==> src/rtl/mem_port_arbiter_pkg.sv <==
// rtl/mem_port_arbiter_pkg.sv - owner encoding, text-segment base and address-map helpers
package mem_port_arbiter_pkg;

    typedef logic [1:0] owner_t;

    localparam owner_t OWN_NONE = 2'd0;
    localparam owner_t OWN_IF   = 2'd1;
    localparam owner_t OWN_D    = 2'd2;

    localparam logic [31:0] TEXT_BASE = 32'h0040_0000;

    // Modular subtraction: addresses below base wrap and are caught by addr_err.
    function automatic logic [31:0] word_index(input logic [31:0] addr, input logic [31:0] base);
        logic [31:0] off;
        off = addr - base;
        return {2'b00, off[31:2]};
    endfunction

    function automatic logic addr_err(input logic [31:0] addr, input logic [31:0] base,
                                      input int unsigned depth);
        return (addr[1:0] != 2'b00) || (addr < base) || (word_index(addr, base) >= depth);
    endfunction

endpackage

==> src/rtl/mem_port_arbiter_mem_addr_map.sv <==
// rtl/mem_port_arbiter_mem_addr_map.sv - combinational byte-address to word-index map with error flag
module mem_addr_map
    import mem_port_arbiter_pkg::*;
#(
    parameter int                    ADDR_WIDTH = 32,
    parameter int                    DEPTH      = 1024,
    parameter logic [ADDR_WIDTH-1:0] BASE_ADDR  = TEXT_BASE[ADDR_WIDTH-1:0],
    localparam int                   IW         = $clog2(DEPTH)
) (
    input  logic [ADDR_WIDTH-1:0] addr_i,
    output logic [IW-1:0]         word_o,
    output logic                  err_o
);

    logic [31:0] addr32;
    logic [31:0] base32;
    logic [31:0] word32;

    always_comb begin
        addr32 = 32'(addr_i);
        base32 = 32'(BASE_ADDR);
        word32 = word_index(addr32, base32);
        word_o = word32[IW-1:0];
        err_o  = addr_err(addr32, base32, DEPTH);
    end

endmodule

==> src/rtl/mem_port_arbiter.sv <==
// rtl/mem_port_arbiter.sv - fetch/LSU arbiter in front of a single-port synchronous-read memory
module mem_port_arbiter
    import mem_port_arbiter_pkg::*;
#(
    parameter int                    DATA_WIDTH = 32,
    parameter int                    ADDR_WIDTH = 32,
    parameter int                    DEPTH      = 1024,
    parameter logic [ADDR_WIDTH-1:0] BASE_ADDR  = 32'h0040_0000,
    parameter int                    STARVE_MAX = 4
) (
    input  logic                     clk,
    input  logic                     rst,
    input  logic                     if_req,
    input  logic [ADDR_WIDTH-1:0]    if_addr,
    output logic                     if_gnt,
    output logic                     if_rvalid,
    output logic [DATA_WIDTH-1:0]    if_rdata,
    output logic                     if_err,
    input  logic                     d_req,
    input  logic                     d_we,
    input  logic [ADDR_WIDTH-1:0]    d_addr,
    input  logic [DATA_WIDTH-1:0]    d_wdata,
    output logic                     d_gnt,
    output logic                     d_rvalid,
    output logic [DATA_WIDTH-1:0]    d_rdata,
    output logic                     d_err,
    output logic [$clog2(DEPTH)-1:0] mem_addr,
    output logic                     mem_en,
    output logic                     mem_we,
    output logic [DATA_WIDTH-1:0]    mem_wdata,
    input  logic [DATA_WIDTH-1:0]    mem_rdata
);

    localparam int IW = $clog2(DEPTH);
    localparam int SW = $clog2(STARVE_MAX + 1);

    logic [IW-1:0] if_word, d_word;
    logic          if_aerr, d_aerr;
    logic          if_win, d_win, gnt_err;

    owner_t        owner_q, owner_d;
    logic          err_q, err_d;
    logic          we_q, we_d;
    logic [SW-1:0] starve_q, starve_d;

    mem_addr_map #(.ADDR_WIDTH(ADDR_WIDTH), .DEPTH(DEPTH), .BASE_ADDR(BASE_ADDR)) u_if_map (
        .addr_i (if_addr),
        .word_o (if_word),
        .err_o  (if_aerr)
    );

    mem_addr_map #(.ADDR_WIDTH(ADDR_WIDTH), .DEPTH(DEPTH), .BASE_ADDR(BASE_ADDR)) u_d_map (
        .addr_i (d_addr),
        .word_o (d_word),
        .err_o  (d_aerr)
    );

    // Loads/stores normally win; a fetch that has lost STARVE_MAX cycles in a row takes the port.
    always_comb begin
        if_win    = if_req && (!d_req || starve_q == SW'(STARVE_MAX));
        d_win     = d_req && !if_win;
        if_gnt    = if_win && !rst;
        d_gnt     = d_win && !rst;
        gnt_err   = (if_gnt && if_aerr) || (d_gnt && d_aerr);
        mem_en    = (if_gnt || d_gnt) && !gnt_err;
        mem_we    = d_gnt && d_we && !d_aerr;
        mem_addr  = if_gnt ? if_word : (d_gnt ? d_word : '0);
        mem_wdata = rst ? '0 : d_wdata;
    end

    always_comb begin
        owner_d = if_gnt ? OWN_IF : (d_gnt ? OWN_D : OWN_NONE);
        err_d   = gnt_err;
        we_d    = d_gnt && d_we;
        if (if_req && !if_gnt) begin
            starve_d = (starve_q == SW'(STARVE_MAX)) ? starve_q : starve_q + SW'(1);
        end else begin
            starve_d = '0;
        end
    end

    always_ff @(posedge clk or posedge rst) begin
        if (rst) begin
            owner_q  <= OWN_NONE;
            err_q    <= 1'b0;
            we_q     <= 1'b0;
            starve_q <= '0;
        end else begin
            owner_q  <= owner_d;
            err_q    <= err_d;
            we_q     <= we_d;
            starve_q <= starve_d;
        end
    end

    // Response stage: only the owning side sees rvalid; stores and errors carry zero data.
    always_comb begin
        if_rvalid = (owner_q == OWN_IF);
        if_err    = if_rvalid && err_q;
        if_rdata  = (if_rvalid && !err_q) ? mem_rdata : '0;
        d_rvalid  = (owner_q == OWN_D);
        d_err     = d_rvalid && err_q;
        d_rdata   = (d_rvalid && !err_q && !we_q) ? mem_rdata : '0;
    end

endmodule

==> config.mk <==
export PLATFORM = sky130hd
export DESIGN_NAME = mem_port_arbiter
export DESIGN_NICKNAME = d
export VERILOG_FILES = /design/src/rtl/mem_port_arbiter_pkg.sv /design/src/rtl/mem_port_arbiter_mem_addr_map.sv /design/src/rtl/mem_port_arbiter.sv
export SDC_FILE = /design/constraint.sdc
export NUM_CORES = 1
export LEC_CHECK = 0
export CAP_MARGIN = 10
export CORE_AREA = 4 4 93 95
export CTS_CLUSTER_SIZE = 12
export DETAILED_ROUTE_END_ITERATION = 8
export DIE_AREA = 0 0 97 99
export PLACE_DENSITY = 0.79
export SYNTH_ARGS = -nofsm -noshare
export SYNTH_HDL_FRONTEND = slang
export SYNTH_HIERARCHICAL = 1
export SYNTH_SLANG_ARGS = --single-unit
export TNS_END_PERCENT = 10
==> constraint.sdc <==
create_clock -name clk -period 4.3 [get_ports clk]
set_clock_uncertainty 0.15 [all_clocks]
set_input_delay 0.43 -clock clk [delete_from_list [all_inputs] [get_ports clk]]
set_output_delay 0.43 -clock clk [all_outputs]
set_load 0.02 [all_outputs]
* Yosys cells after proc, flatten, opt, wreduce, memory -nomap -nowiden
Index checks and enable logic that the tools add are counted.
W data, S select, Z words.
** Word-level totals
- Register bits after elaboration :: 7
- Input bits :: 133
- Output and inout port bits :: 114
- Word-level logic and storage cells :: 56
** Cells by class
- $add $sub $neg :: 3
- $lt $le $gt $ge :: 4
- Equal/unequal tests :: 4
- Multiplexer cells :: 9
- Reductions and logical operators :: 32
** Operators with widths (number)
- $mux W32 :: 3
- $lt A32 B23 Y1 const B :: 2
- $sub A32 B23 Y32 const B :: 2
- $ge A30 B11 Y1 const B :: 2
- $mux W10 :: 2
- $logic_and A1 B1 Y1 :: 15
- $logic_not A1 Y1 :: 8
- $logic_or A1 B1 Y1 :: 7
- $mux W3 :: 2
- $mux W2 :: 2
- $reduce_bool A2 Y1 :: 2
- $add A3 B1 Y3 const B :: 1
- $eq A3 B3 Y1 const B :: 1
- $eq A2 B1 Y1 const B :: 1
- $eq A2 B2 Y1 const B :: 1
- $ne A2 B2 Y1 const B :: 1

* Logic depth before layout (Yosys ltp)
Gate-level depths: netlist of run 1.
- Word-level depth :: 10
- Gate-level depth with buffers :: 6
- Gate-level depth less buffers :: 6

* Cells and area by module
Netlist of run 1, hierarchy kept.
** By module, submodules not included
- mem_port_arbiter :: instances 1, cells an instance 159, area an instance 1206.2 µm², seq. area each 175.2 µm²
- mem_addr_map :: instances 2, cells an instance 25, area an instance 196.4 µm², seq. area each 0.0 µm²

* Least setup slack after synthesis of run 1
OpenSTA, ideal clock, no wires.
- Kind :: input to output
- Start point :: in d_addr[25]
- End point :: out mem_we
- Arrival time :: 1.902 ns
- Required time :: 3.720 ns
- Slack :: 1.818 ns
- Stages on the path :: 4
- Path through :: nor4_4 > nor4b_2 > o2111ai_1 > nor4b_1
** Between the ends
- Cells in the longest elaborated chain, start to end :: 5
** RTL lines
- from (decl) :: RTL line mem_port_arbiter.sv:21 : input logic [ADDR_WIDTH-1:0] d_addr,
- $sub A32 B23 Y32 / $lt A32 B23 Y1 (equally long branches) :: RTL line mem_port_arbiter_pkg.sv:15, mem_port_arbiter_pkg.sv:21
- $ge A30 B11 Y1 / $logic_or A1 B1 Y1 (equally long branches) :: RTL line mem_port_arbiter_pkg.sv:21 : return (addr[1:0] != 2'b00) || (addr < base) || (word_index(addr, base) >= depth);
- $logic_or A1 B1 Y1 (*) :: RTL line mem_port_arbiter_pkg.sv:21
- via d_aerr :: RTL line mem_port_arbiter.sv:38 : logic if_aerr, d_aerr;
- $logic_not A1 Y1 (*) :: RTL line mem_port_arbiter.sv:66 : mem_we = d_gnt && d_we && !d_aerr;
- $logic_and A1 B1 Y1 (*) :: RTL line mem_port_arbiter.sv:66
- to (decl) :: RTL line mem_port_arbiter.sv:29 : output logic mem_we,
Mark *: on every way through the listed nets, which the timed path passes. The rest lies on a longest branch.

* Worst setup path after layout of run 1
- Start point :: in d_addr[13]
- End point :: out mem_en
** Between the ends
- Cells in the longest elaborated chain, start to end :: 7
** RTL lines
- $sub A32 B23 Y32 / $lt A32 B23 Y1 (equally long branches) :: RTL line mem_port_arbiter_pkg.sv:15, mem_port_arbiter_pkg.sv:21
- $ge A30 B11 Y1 / $logic_or A1 B1 Y1 (equally long branches) :: RTL line mem_port_arbiter_pkg.sv:21
- $logic_or A1 B1 Y1 (*) :: RTL line mem_port_arbiter_pkg.sv:21
- via d_aerr :: RTL line mem_port_arbiter.sv:38
- $logic_and A1 B1 Y1 (*) :: RTL line mem_port_arbiter.sv:64 : gnt_err = (if_gnt && if_aerr) || (d_gnt && d_aerr);
- $logic_or A1 B1 Y1 (*) :: RTL line mem_port_arbiter.sv:64
- $logic_not A1 Y1 (*) :: RTL line mem_port_arbiter.sv:65 : mem_en = (if_gnt || d_gnt) && !gnt_err;
- $logic_and A1 B1 Y1 (*) :: RTL line mem_port_arbiter.sv:65
- to (decl) :: RTL line mem_port_arbiter.sv:28 : output logic mem_en,
Marked as above.

==> parameters.txt, run 1 <==
Parameter                              Value

Yosys
  Top FF cell, synth    sky130_fd_sc_hd__dfrtp_1
  Fraction of the mapped netlist area in compound gates    just under 10%
  Fraction of post-synthesis cell area in the top cell type by area    15.49%
  Synthesized Nets    roughly 340
  Post-synth EDFFs    0
  Share of flip-flops with an asynchronous set or reset after synthesis    100.0%
  Number of warnings issued by yosys    6
  Dominant combinational cell family by area after synthesis    simple AND/OR/NAND/NOR gates
  Share of synthesized area occupied by flip-flops and latches    10.95%
  Top cells by area in the synthesized netlist    sky130_fd_sc_hd__and2_2 (15%), sky130_fd_sc_hd__and2_1 (14%), sky130_fd_sc_hd__nor2b_1 (13%)
  Simple-gate portion of the synthesized area    62.68%
  Xor/xnor cell area share of the yosys netlist    less than 1%
  Netlist cell types    33
  Number of storage elements in the synthesis netlist    7
  Post-synth design cell area    roughly 1600 µm²
  Average cell area after synthesis    approximately 7.7 µm²
  Synthesized instance count    between 200 and 250
  Share of synthesized area spent on multiplexers    0%
  Biggest area consumer among synthesized cells    sky130_fd_sc_hd__and2_2
  Adder-cell share of the synthesized area    under 10%

Flow run
  Number of maximum-capacitance violations    0

Global route
  Antenna violations before repair    0
  GRT Resource Usage Total    approximately 14%
  First-pass GRT wire length    around 11000 µm
  Global route total overflow    0
  Maximum number of pins on one net before global-route repair    35
  Via count of the first global-routing pass    between 2000 and 2500

Timing
  Hold Vio Cnt, Final    0
  Upper clock frequency limit    around 0.3 GHz
  Number of endpoints failing setup at the final stage    0
  Unrepaired setup endpoints after global routing    no
  Max Slew Vio Count    0
  Transition time at the pin with the least slew margin    roughly 0.92 ns
  Period Utilization, post-route    between 70 and 80%
  Crit path time final    3.346 ns
  Tightest slew margin relative to the limit    between 30% and 40%
  Total Neg Setup Slack    0 ns

Clock network
  Clock Tree Buf Depth    2
  TritonCTS buffer count    3
  Number of gates resized after CTS    0
  CTS Root Buffer Type    sky130_fd_sc_hd__clkbuf_8
  Buffers inserted during post-CTS setup optimization    0
  Clock sink total    7
  Clk pin slew, worst setup/hold paths    roughly 0.04 ns
  Latest clock arrival within the worst-skew pair    roughly 0.23 ns
  Number of H-tree branching levels    1
  TritonCTS clock tree    built
  Count of hold-fix buffers inserted at cts    0

Routing
  Vias per std cell    about 4.3
  Initial DRC Count    17
  First drt pass iteration count    4
  Post-detailed-route count of antenna-violating nets    0
  Drc violations    0
  Wire length per cell after detailed routing    14.22 µm
  Via total after detailed routing    approximately 2300
  Total detailed-routing wirelength    7534 µm

Critical path
  CP Launch Point    d_addr[13]
  Critical R2R Launch    starve_q[0]$_DFFE_PP0P_
  Worst path cell trace    clkdlybuf4s50_1 -> nor4_1 -> and4_1 -> o2111ai_1 -> o32ai_1 -> and2_1 -> clkdlybuf4s50_1
  Crit path DAT    2.77 ns
  Critical Path Slowest Stage Cell    sky130_fd_sc_hd__clkdlybuf4s50_1
  Cell count of the worst reg-to-reg path    5
  Kind of capture point of the worst setup path    output port
  End of the worst register-to-register path    err_q$_DFF_PP0_
  Startpoint-to-endpoint class of the critical path    input pin to output port
  Most frequent cell on the critical path    sky130_fd_sc_hd__clkdlybuf4s50_1
  Reg-to-reg setup timing slack    approximately 2.4 ns
  Highest fanout seen on the critical path    3
  Data required time at the worst endpoint    roughly 3.7 ns
  Stage delay of the slowest cell on the critical path    ~0.65 ns
  Kind of start point of the critical path    input pin
  Endpoint of the most critical setup path    mem_en

Power and ir drop
  Relative contribution of combinational cells to total power    approximately 67%
  Leakage component of the power    roughly 1.5 nW
  Switching power    0.0001604 W
  Largest voltage drop on the vdd net    0.06172 mV
  Power density of the placed cells    roughly 120 nW/µm²
  Relative contribution of sequential cells to total power    approximately 15%
  Clk network pwr share    a little under a fifth
  Net switching share of the total power    roughly 32%
  Design internal power    about 0.00034 W

Placement
  Placement-stage cell area    ~4000 µm²
  Weighted congestion reported at the end of routability-driven placement    roughly 0.79
  Input/output buffers    between 200 and 250
  Sum of net half-perimeters after detailed placement    6881 µm

Final layout
  Synth-to-layout area growth    152.4%
  Total non-filler cell area in the finished layout    4036 µm²
  Number of nets in the finished design    around 560
  Number of antenna cells inserted    0
  Share of cells above drive strength 1    a little under an eighth
  Util after Layout    52.23%

Run status
  Status    complete, no violations

Floorplanning
  IO Pins    roughly 250
  Die area    between 9000 and 10000 µm²
  Initial cell density of the core    20.69%
  Core Region    about 7700 µm²
  Vertical die dimension    ~99 µm
  # rows    32
  Floorplan die width    97 µm

Min path
  Worst hold-check path type    flop to flop
power groups by stage:
stage	Clock [W]	Sequential, W	Combinational (W)
2_1_floorplan	0	0.0000741	0.000130
3_3_place_gp	0	0.0000750	0.000329
3_5_place_dp	0	0.0000751	0.000333
4_1_cts	0.0000946	0.0000743	0.000334
5_1_grt	0.0000960	0.0000750	0.000351
6_report	0.0000925	0.0000741	0.000330
cell families (layout without fill, tap and decap cells):
logic type / Yosys count / in the layout
AND/OR/NAND/NOR: 141 / 141
buffers and inverters: 38 / 257
AO/OA/AOI/OAI: 20 / 20
flip-flops: 7 / 7
adder cells (fa/ha/maj): 2 / 2
XOR/XNOR: 1 / 1
worst min path at each step:
stage | startpoint | endpoint | slack [ns] | depth (start not counted)
floorplan | rst | err_q$_DFF_PP0_ | 0.25 | 2
global placement | starve_q[1]$_DFFE_PP0P_ | starve_q[1]$_DFFE_PP0P_ | 0.41 | 2
detailed placement | starve_q[0]$_DFFE_PP0P_ | starve_q[0]$_DFFE_PP0P_ | 0.41 | 2
CTS | starve_q[0]$_DFFE_PP0P_ | starve_q[0]$_DFFE_PP0P_ | 0.43 | 2
global route | starve_q[1]$_DFFE_PP0P_ | starve_q[1]$_DFFE_PP0P_ | 0.47 | 2
finish | starve_q[1]$_DFFE_PP0P_ | starve_q[1]$_DFFE_PP0P_ | 0.43 | 2
layout by cell type, fill, tap and decap left out, types with 3 or more instances in the layout:
master	Yosys	routed
sky130_fd_sc_hd__clkdlybuf4s50_1	0	246
sky130_fd_sc_hd__and2_1	35	35
sky130_fd_sc_hd__and2_2	33	33
sky130_fd_sc_hd__nor2b_1	32	32
sky130_fd_sc_hd__a22o_1	11	11
sky130_fd_sc_hd__nor4_1	8	8
sky130_fd_sc_hd__dfrtp_1	7	7
sky130_fd_sc_hd__inv_1	6	6
sky130_fd_sc_hd__nor2_1	5	5
sky130_fd_sc_hd__nor4b_1	5	5
sky130_fd_sc_hd__nand3_1	3	3
sky130_fd_sc_hd__a21oi_1	3	3
sky130_fd_sc_hd__clkbuf_8	0	3
through the flow:
stage	total power, W	hold slack [ns]	worst slack [ns]	cells
CTS	0.0005030	0.4292	0.9515	530
finish	0.0004970	0.4286	0.9536	530
global placement	0.0004036	0.4114	0.9919	526
detailed placement	0.0004084	0.4133	0.9669	526
global route	0.0005220	0.4704	0.8432	530
floorplan	0.0002040	0.2541	1.818	209
cell type report:
type                            instances  area (µm²)
Multi-Input combinational cell        164        1195
Inverter                                6       22.52
Tap cell                              102       127.6
Timing Repair Buffer                  247        2470
Clock inverter                          1       5.005
Fill cell                             714        3691
Sequential cell                         7       175.2
Clock buffer                            3       41.29
worst max-delay path, delay by kind of cell:
family | cells | cell delay [ns]
buffers and inverters | 2 | 1.08
AO/OA/AOI/OAI | 2 | 0.47
AND/OR/NAND/NOR | 3 | 0.78
synthesized netlist by cell type, types with 3 or more instances:
master and instances:
sky130_fd_sc_hd__nor2b_1 32, sky130_fd_sc_hd__nor4_1 8, sky130_fd_sc_hd__dfrtp_1 7, sky130_fd_sc_hd__nor2_1 5, sky130_fd_sc_hd__buf_4 22, sky130_fd_sc_hd__and2_1 35
sky130_fd_sc_hd__and2_2 33, sky130_fd_sc_hd__clkbuf_2 3, sky130_fd_sc_hd__a21oi_1 3, sky130_fd_sc_hd__clkbuf_1 7, sky130_fd_sc_hd__a22o_1 11, sky130_fd_sc_hd__inv_1 6
sky130_fd_sc_hd__nor4b_1 5, sky130_fd_sc_hd__nand3_1 3
registers in the layout (all words and copies together), names as in the netlist:
name / flops
owner_q: 2
starve_q: 3
err_q: 1
we_q: 1
layer usage:
| layer | wire length (µm) | vias up | share of wire, % | GRT usage [%] |
|---|---|---|---|---|
| met5 | 0 | - | 0 | 0 |
| met4 | 83 | 0 | 1.1 | 3.024 |
| met3 | 905 | 9 | 12 | 5.166 |
| met2 | 4012 | 147 | 53 | 28.50 |
| met1 | 2533 | 1000 | 34 | 13.42 |
| li1 | - | 1119 | - | - |
Note: power is estimated with default switching activity, not from simulation.
==> inputs of run 2 (changes only) <==
--- a/config.mk
+++ b/config.mk
@@ -6,11 +6,12 @@
 export NUM_CORES = 1
 export LEC_CHECK = 0
 export CAP_MARGIN = 10
-export CORE_AREA = 4 4 93 95
+export CORE_ASPECT_RATIO = 0.6
+export CORE_MARGIN = 4
+export CORE_UTILIZATION = 23
 export CTS_CLUSTER_SIZE = 12
 export DETAILED_ROUTE_END_ITERATION = 8
-export DIE_AREA = 0 0 97 99
-export PLACE_DENSITY = 0.79
+export PLACE_DENSITY = 0.87
 export SYNTH_ARGS = -nofsm -noshare
 export SYNTH_HDL_FRONTEND = slang
 export SYNTH_HIERARCHICAL = 1
==> constraint.sdc (replaced) <==
create_clock -name clk -period 3.3 [get_ports clk]
set_clock_uncertainty 0.15 [all_clocks]
set_input_delay 0.33 -clock clk [delete_from_list [all_inputs] [get_ports clk]]
set_output_delay 0.33 -clock clk [all_outputs]
set_load 0.02 [all_outputs]
==> parameters.txt, run 2 (same netlist as run 1, synthesis figures left out) <==
Parameter                              Value

Clock network
  Latest clock arrival within the worst-skew pair    0.23 ns (about the same)
  TritonCTS buffer count    3 (unchanged)
  Clock Tree Buf Depth    2 (unchanged)
  CTS Root Buffer Type    sky130_fd_sc_hd__clkbuf_16
  Number of gates resized after CTS    0 (unchanged)
  Count of hold-fix buffers inserted at cts    0 (unchanged)
  Clock sink total    7 (unchanged)
  TritonCTS clock tree    built
  Clk pin slew, worst setup/hold paths    0.04 ns (about the same)
  Number of H-tree branching levels    1 (unchanged)
  Buffers inserted during post-CTS setup optimization    0 (unchanged)

Floorplanning
  IO Pins    247 (unchanged)
  # rows    23 (-28%)
  Core Region    6705 µm² (-13%)
  Initial cell density of the core    23.85% (+3.2 points)
  Floorplan die width    115.6 µm (+19%)
  Die area    8394 µm² (-13%)
  Vertical die dimension    72.59 µm (-27%)

Critical path
  Crit path DAT    2.62 ns (-0.15 ns)
  Data required time at the worst endpoint    2.82 ns (-0.90 ns)
  Startpoint-to-endpoint class of the critical path    input pin to output port
  Kind of start point of the critical path    input pin
  Highest fanout seen on the critical path    3 (unchanged)
  Kind of capture point of the worst setup path    output port
  Cell count of the worst reg-to-reg path    5 (unchanged)
  Reg-to-reg setup timing slack    1.47 ns (-0.92 ns)

Routing
  First drt pass iteration count    4 (unchanged)
  Post-detailed-route count of antenna-violating nets    0 (unchanged)
  Initial DRC Count    55 (+38)
  Vias per std cell    4.313 (+0.49%)
  Wire length per cell after detailed routing    14.62 µm (+2.9%)
  Via total after detailed routing    2230 (-2.0%)
  Total detailed-routing wirelength    7559 µm (+0.33%)
  Drc violations    0 (unchanged)

Power and ir drop
  Largest voltage drop on the vdd net    0.1389 mV (+130%)
  Power density of the placed cells    180.7 nW/µm² (+47%)
  Switching power    0.0002176 W (+36%)
  Relative contribution of combinational cells to total power    58.9% (-7.6 points)
  Clk network pwr share    27.9% (+9.3 points)
  Net switching share of the total power    29.61% (-2.7 points)
  Leakage component of the power    1.545 nW (+1.7%)
  Relative contribution of sequential cells to total power    13.2% (-1.7 points)
  Design internal power    0.0005173 W (+54%)

Global route
  Maximum number of pins on one net before global-route repair    33 (-5.7%)
  GRT Resource Usage Total    15.91% (+1.8 points)
  Global route total overflow    0 (unchanged)
  Antenna violations before repair    0 (unchanged)
  Global routing met3 resource utilization    3.397% (-1.8 points)
  Via count of the first global-routing pass    2317 (-0.52%)
  First-pass GRT wire length    10820 µm (-3.7%)
  Global routing met2 resource utilization    32.82% (+4.3 points)
  Met1 Track Usage GR    16.13% (+2.7 points)
  Layer carrying the most global-route usage    met2

Timing
  Tightest slew margin relative to the limit    64.05% (+25 points)
  Crit path time final    3.097 ns
  Transition time at the pin with the least slew margin    0.5387 ns (-0.3796 ns)
  Period Utilization, post-route    93.84%
  Total Neg Setup Slack    0 ns (unchanged)
  Hold Vio Cnt, Final    0 (unchanged)
  Number of endpoints failing setup at the final stage    0 (unchanged)
  Unrepaired setup endpoints after global routing    no
  Upper clock frequency limit    ~0.32 GHz
  Max Slew Vio Count    0 (unchanged)

Final layout
  Number of antenna cells inserted    0 (unchanged)
  Flip-flop count of the largest register, all copies and words added    3 (unchanged)
  Number of nets in the finished design    566 (+0.35%)
  Util after Layout    60.65% (+8.4 points)
  Regs by FF count    starve_q (3), owner_q (2)
  Most common cell after layout, fill and taps aside    sky130_fd_sc_hd__clkdlybuf4s50_1
  Register name with the most flops    starve_q
  Commonest cells after routing, fill and taps aside    sky130_fd_sc_hd__clkdlybuf4s50_1 (246), sky130_fd_sc_hd__and2_1 (35), sky130_fd_sc_hd__and2_2 (33)
  Synth-to-layout area growth    154.3%
  Share of cells above drive strength 1    12.33% (+0.41 points)

Min path
  Worst hold-check path type    input pin to asynchronous set/reset pin

Placement
  Input/output buffers    246 (unchanged)
  Weighted congestion reported at the end of routability-driven placement    0.8297 (+5.3%)
  Sum of net half-perimeters after detailed placement    6947 µm (+0.96%)

Flow run
  Number of maximum-capacitance violations    0 (unchanged)

Run status
  Status    complete, no violations
[run 2: cell count changes in the layout (fill, tap and decap cells not counted)]
cell | previous run | this run
sky130_fd_sc_hd__clkbuf_16 | 0 | 3
sky130_fd_sc_hd__buf_4 | 1 | 3
sky130_fd_sc_hd__clkbuf_8 | 3 | 0
[run 2: layout make-up]
| cell class | count | area [µm²] |
|---|---|---|
| Clock buffer | 3 | 75.07 |
| Multi-Input combinational cell | 164 | 1195 |
| Timing Repair Buffer | 249 | 2485 |
| Sequential cell | 7 | 175.2 |
| Fill cell | 559 | 2639 |
| Clock inverter | 1 | 5.005 |
| Tap cell | 87 | 108.9 |
| Inverter | 6 | 22.52 |
[run 2: through the flow]
stage	power [W]	area, µm²	setup slack [ns]	hold slack [ns]	instances
after CTS	0.0007419	4066	0.1635	0.3408	517
after global placement	0.0005257	3986	0.2093	0.4057	513
after global routing	0.0007717	4066	0.06194	0.3848	517
after floorplan	0.0002659	1599	1.018	0.1541	209
after detailed placement	0.0005344	3986	0.1663	0.4243	513
final	0.0007348	4066	0.2032	0.3200	517
[run 2: critical path: stages]
cell	delay (ns)
sky130_fd_sc_hd__clkdlybuf4s50_1	0.44
sky130_fd_sc_hd__nor4_4	0.30
sky130_fd_sc_hd__nor4b_2	0.23
sky130_fd_sc_hd__o2111ai_1	0.24
sky130_fd_sc_hd__o32ai_1	0.31
sky130_fd_sc_hd__and2_1	0.16
sky130_fd_sc_hd__clkdlybuf4s50_1	0.61
[run 2: worst paths after layout]
kind / from / end
max: d_addr[25] / mem_en
min: rst / err_q$_DFF_PP0_
max reg2reg: starve_q[0]$_DFFE_PP0P_ / we_q$_DFF_PP0_
min reg2reg: starve_q[1]$_DFFE_PP0P_ / starve_q[1]$_DFFE_PP0P_
max in group asynchronous: rst / starve_q[1]$_DFFE_PP0P_
min in group clk: starve_q[1]$_DFFE_PP0P_ / starve_q[1]$_DFFE_PP0P_
[run 2: per-layer routing]
layer / vias up / share of wire (%) / routed length, µm
met5: - / 0 / 0
met4: 0 / 1.1 / 85
met3: 7 / 10 / 765
met2: 121 / 54 / 4076
met1: 979 / 35 / 2631
li1: 1123 / - / -
[run 2: power groups by stage]
stage,logic [W],registers (W),clock network (W)
after floorplan,0.000169,0.0000966,0
after global placement,0.000428,0.0000974,0
after detailed placement,0.000436,0.0000980,0
after CTS,0.000437,0.0000970,0.000208
after global routing,0.000458,0.0000974,0.000216
final,0.000433,0.0000969,0.000205
==> inputs of run 3 (changes only) <==
--- a/config.mk
+++ b/config.mk
@@ -6,12 +6,13 @@
 export NUM_CORES = 1
 export LEC_CHECK = 0
 export CAP_MARGIN = 10
+export CELL_PAD_IN_SITES_DETAIL_PLACEMENT = 1
+export CELL_PAD_IN_SITES_GLOBAL_PLACEMENT = 1
 export CORE_ASPECT_RATIO = 0.6
-export CORE_MARGIN = 4
-export CORE_UTILIZATION = 23
+export CORE_UTILIZATION = 13
 export CTS_CLUSTER_SIZE = 12
 export DETAILED_ROUTE_END_ITERATION = 8
-export PLACE_DENSITY = 0.87
+export PLACE_DENSITY = 0.84
 export SYNTH_ARGS = -nofsm -noshare
 export SYNTH_HDL_FRONTEND = slang
 export SYNTH_HIERARCHICAL = 1
==> parameters.txt, run 3 (same netlist as run 1, synthesis figures left out) <==
Parameter                              Value

Routing
  Initial DRC Count    34 (-38%)
  Wire length per cell after detailed routing    15.14 µm (+3.5%)
  Total detailed-routing wirelength    8962 µm (+19%)
  Vias per std cell    3.953 (-8.4%)
  First drt pass iteration count    4 (unchanged)
  Post-detailed-route count of antenna-violating nets    0 (unchanged)
  Drc violations    0 (unchanged)
  Via total after detailed routing    2340 (+4.9%)

Timing
  Upper clock frequency limit    0.3335 GHz (+3.3%)
  Transition time at the pin with the least slew margin    0.5557 ns (+0.01699 ns)
  Total Neg Setup Slack    0 ns (unchanged)
  Tightest slew margin relative to the limit    62.91% (-1.1 points)
  Max Slew Vio Count    0 (unchanged)
  Period Utilization, post-route    90.86% (-3.0 points)
  Hold Vio Cnt, Final    0 (unchanged)
  Unrepaired setup endpoints after global routing    no
  Worst slack on hold paths    0.4508 ns (+0.1308 ns)
  Crit path time final    2.998 ns (-0.09859 ns)
  Post-route worst setup slack    0.3018 ns (+0.09859 ns)
  Number of endpoints failing setup at the final stage    0 (unchanged)

Final layout
  Regs by FF count    starve_q (3), owner_q (2)
  Flip-flop count of the largest register, all copies and words added    3 (unchanged)
  Share of cells above drive strength 1    12.73% (+0.41 points)
  Total non-filler cell area in the finished layout    4183 µm² (+2.9%)
  Register name with the most flops    starve_q
  Most common cell after layout, fill and taps aside    sky130_fd_sc_hd__clkdlybuf4s50_1
  Number of antenna cells inserted    0 (unchanged)
  Synth-to-layout area growth    161.6%
  Number of nets in the finished design    568 (+0.35%)
  Util after Layout    35.95% (-25 points)
  Commonest cells after routing, fill and taps aside    sky130_fd_sc_hd__clkdlybuf4s50_1 (244), sky130_fd_sc_hd__and2_1 (35), sky130_fd_sc_hd__and2_2 (33)

Global route
  Global route total overflow    0 (unchanged)
  Maximum number of pins on one net before global-route repair    34 (+3.0%)
  Via count of the first global-routing pass    2517 (+8.6%)
  GRT Resource Usage Total    13.37% (-2.5 points)
  Antenna violations before repair    0 (unchanged)
  First-pass GRT wire length    13460 µm (+24%)

Critical path
  Cell count of the worst reg-to-reg path    5 (unchanged)
  Stage delay of the slowest cell on the critical path    0.62 ns (about the same)
  Kind of capture point of the worst setup path    output port
  Crit path DAT    2.52 ns (-0.10 ns)
  Critical Path Slowest Stage Cell    sky130_fd_sc_hd__clkdlybuf4s50_1
  Data required time at the worst endpoint    2.82 ns (about the same)
  Highest fanout seen on the critical path    13 (+10)
  Startpoint-to-endpoint class of the critical path    flop to output port
  Worst path cell trace    inv_1 -> ha_1 -> and3_1 -> nor2_2 -> a22o_1 -> clkdlybuf4s50_1
  Kind of start point of the critical path    flop

Clock network
  Clock Tree Buf Depth    2 (unchanged)
  Buffers inserted during post-CTS setup optimization    0 (unchanged)
  CTS Root Buffer Type    sky130_fd_sc_hd__clkbuf_16
  TritonCTS clock tree    built
  Clk pin slew, worst setup/hold paths    0.04 ns (about the same)
  Clock sink total    7 (unchanged)
  TritonCTS buffer count    3 (unchanged)
  Latest clock arrival within the worst-skew pair    0.23 ns (about the same)
  Number of H-tree branching levels    1 (unchanged)

Placement
  Worst slack, placed    0.07253 ns (-0.09379 ns)
  Sum of net half-perimeters after detailed placement    8296 µm (+19%)
  Placement-stage cell area    4093 µm² (+2.7%)
  Input/output buffers    246 (unchanged)
  Weighted congestion reported at the end of routability-driven placement    0.7871 (-5.1%)

Power and ir drop
  Largest voltage drop on the vdd net    0.1091 mV (-21%)
  Clk network pwr share    27.5% (-0.4 points)
  Design internal power    0.0005201 W (+0.55%)
  Power density of the placed cells    177.9 nW/µm² (-1.5%)
  Switching power    0.0002241 W (+3.0%)
  Relative contribution of combinational cells to total power    59.5% (+0.6 points)
  Net switching share of the total power    30.11% (+0.50 points)
  Leakage component of the power    1.590 nW (+2.9%)
  Relative contribution of sequential cells to total power    13.0% (-0.2 points)

Floorplanning
  Vertical die dimension    87.91 µm (+21%)
  # rows    30 (+30%)
  IO Pins    247 (unchanged)
  Core Region    11640 µm² (+74%)
  Die area    12760 µm² (+52%)
  Floorplan die width    145.2 µm (+26%)
  Initial cell density of the core    13.74% (-10 points)

Min path
  Cell depth of the worst min-delay path    2
  Worst hold-check path type    flop to flop

Run status
  Status    complete, no violations

Flow run
  Number of maximum-capacitance violations    0 (unchanged)
==> run 3: cell types whose count changed in the layout (fill, tap and decap cells not counted), sizes merged <==
cell           before  now
dlymetal6s2s        0    2
buf                 3    5
clkinv              1    0
clkbuf              3    4
clkdlybuf4s50     246  244
==> run 3: worst max-delay path, delay by kind of cell, from the launching register on <==
kind / cells / cell delay [ns]
AND/OR/NAND/NOR: 2 / 0.73
buffers and inverters: 2 / 0.68
flip-flops: 1 / 0.39
adder cells (fa/ha/maj): 1 / 0.26
AO/OA/AOI/OAI: 1 / 0.22
==> run 3: area by class of cell <==
type,instances,area (µm²)
tap,160,200.2
clock buffer,4,78.83
fill,1354,7453
timing repair buffer,251,2505
inverter,6,22.52
multi-input combinational,164,1201
sequential,7,175.2
==> run 3: power by group through the flow <==
stage               Sequential [W]  Clock [W]  Combinational [W]
CTS                      0.0000970   0.000209           0.000447
floorplan                0.0000966          0           0.000169
finish                   0.0000969   0.000204           0.000443
detailed placement       0.0000980          0           0.000446
global route             0.0000982   0.000214           0.000470
global placement         0.0000975          0           0.000436
==> run 3: per-stage QoR <==
step,power [W],std cells
2_1_floorplan,0.0002659,209
3_3_place_gp,0.0005332,588
3_5_place_dp,0.0005442,588
4_1_cts,0.0007535,592
5_1_grt,0.0007828,592
6_report,0.0007441,592
==> run 3: path summary, 6_finish.rpt <==
path,start,endpoint,slack [ns]
max,starve_q[0]$_DFFE_PP0P_,mem_addr[0],0.30
max in group asynchronous,rst,we_q$_DFF_PP0_,2.10
min in group asynchronous,rst,starve_q[2]$_DFFE_PP0P_,0.66
max reg2reg,starve_q[0]$_DFFE_PP0P_,err_q$_DFF_PP0_,1.41
min,starve_q[0]$_DFFE_PP0P_,starve_q[0]$_DFFE_PP0P_,0.45
min reg2reg,starve_q[0]$_DFFE_PP0P_,starve_q[0]$_DFFE_PP0P_,0.45
==> run 3: routing by layer <==
layer | vias to the layer above | track usage (%) | part of all wire [%]
met5 | - | 0 | 0
met4 | 0 | 4.019 | 1.6
met3 | 12 | 3.698 | 9.1
met2 | 140 | 25.44 | 50
met1 | 1065 | 14.76 | 39
li1 | 1123 | - | -
==> run 3: timing repair <==
item,CTS,global route
setup endpoints to repair,0,2
resized for setup,0,3
hold buffers,0,0
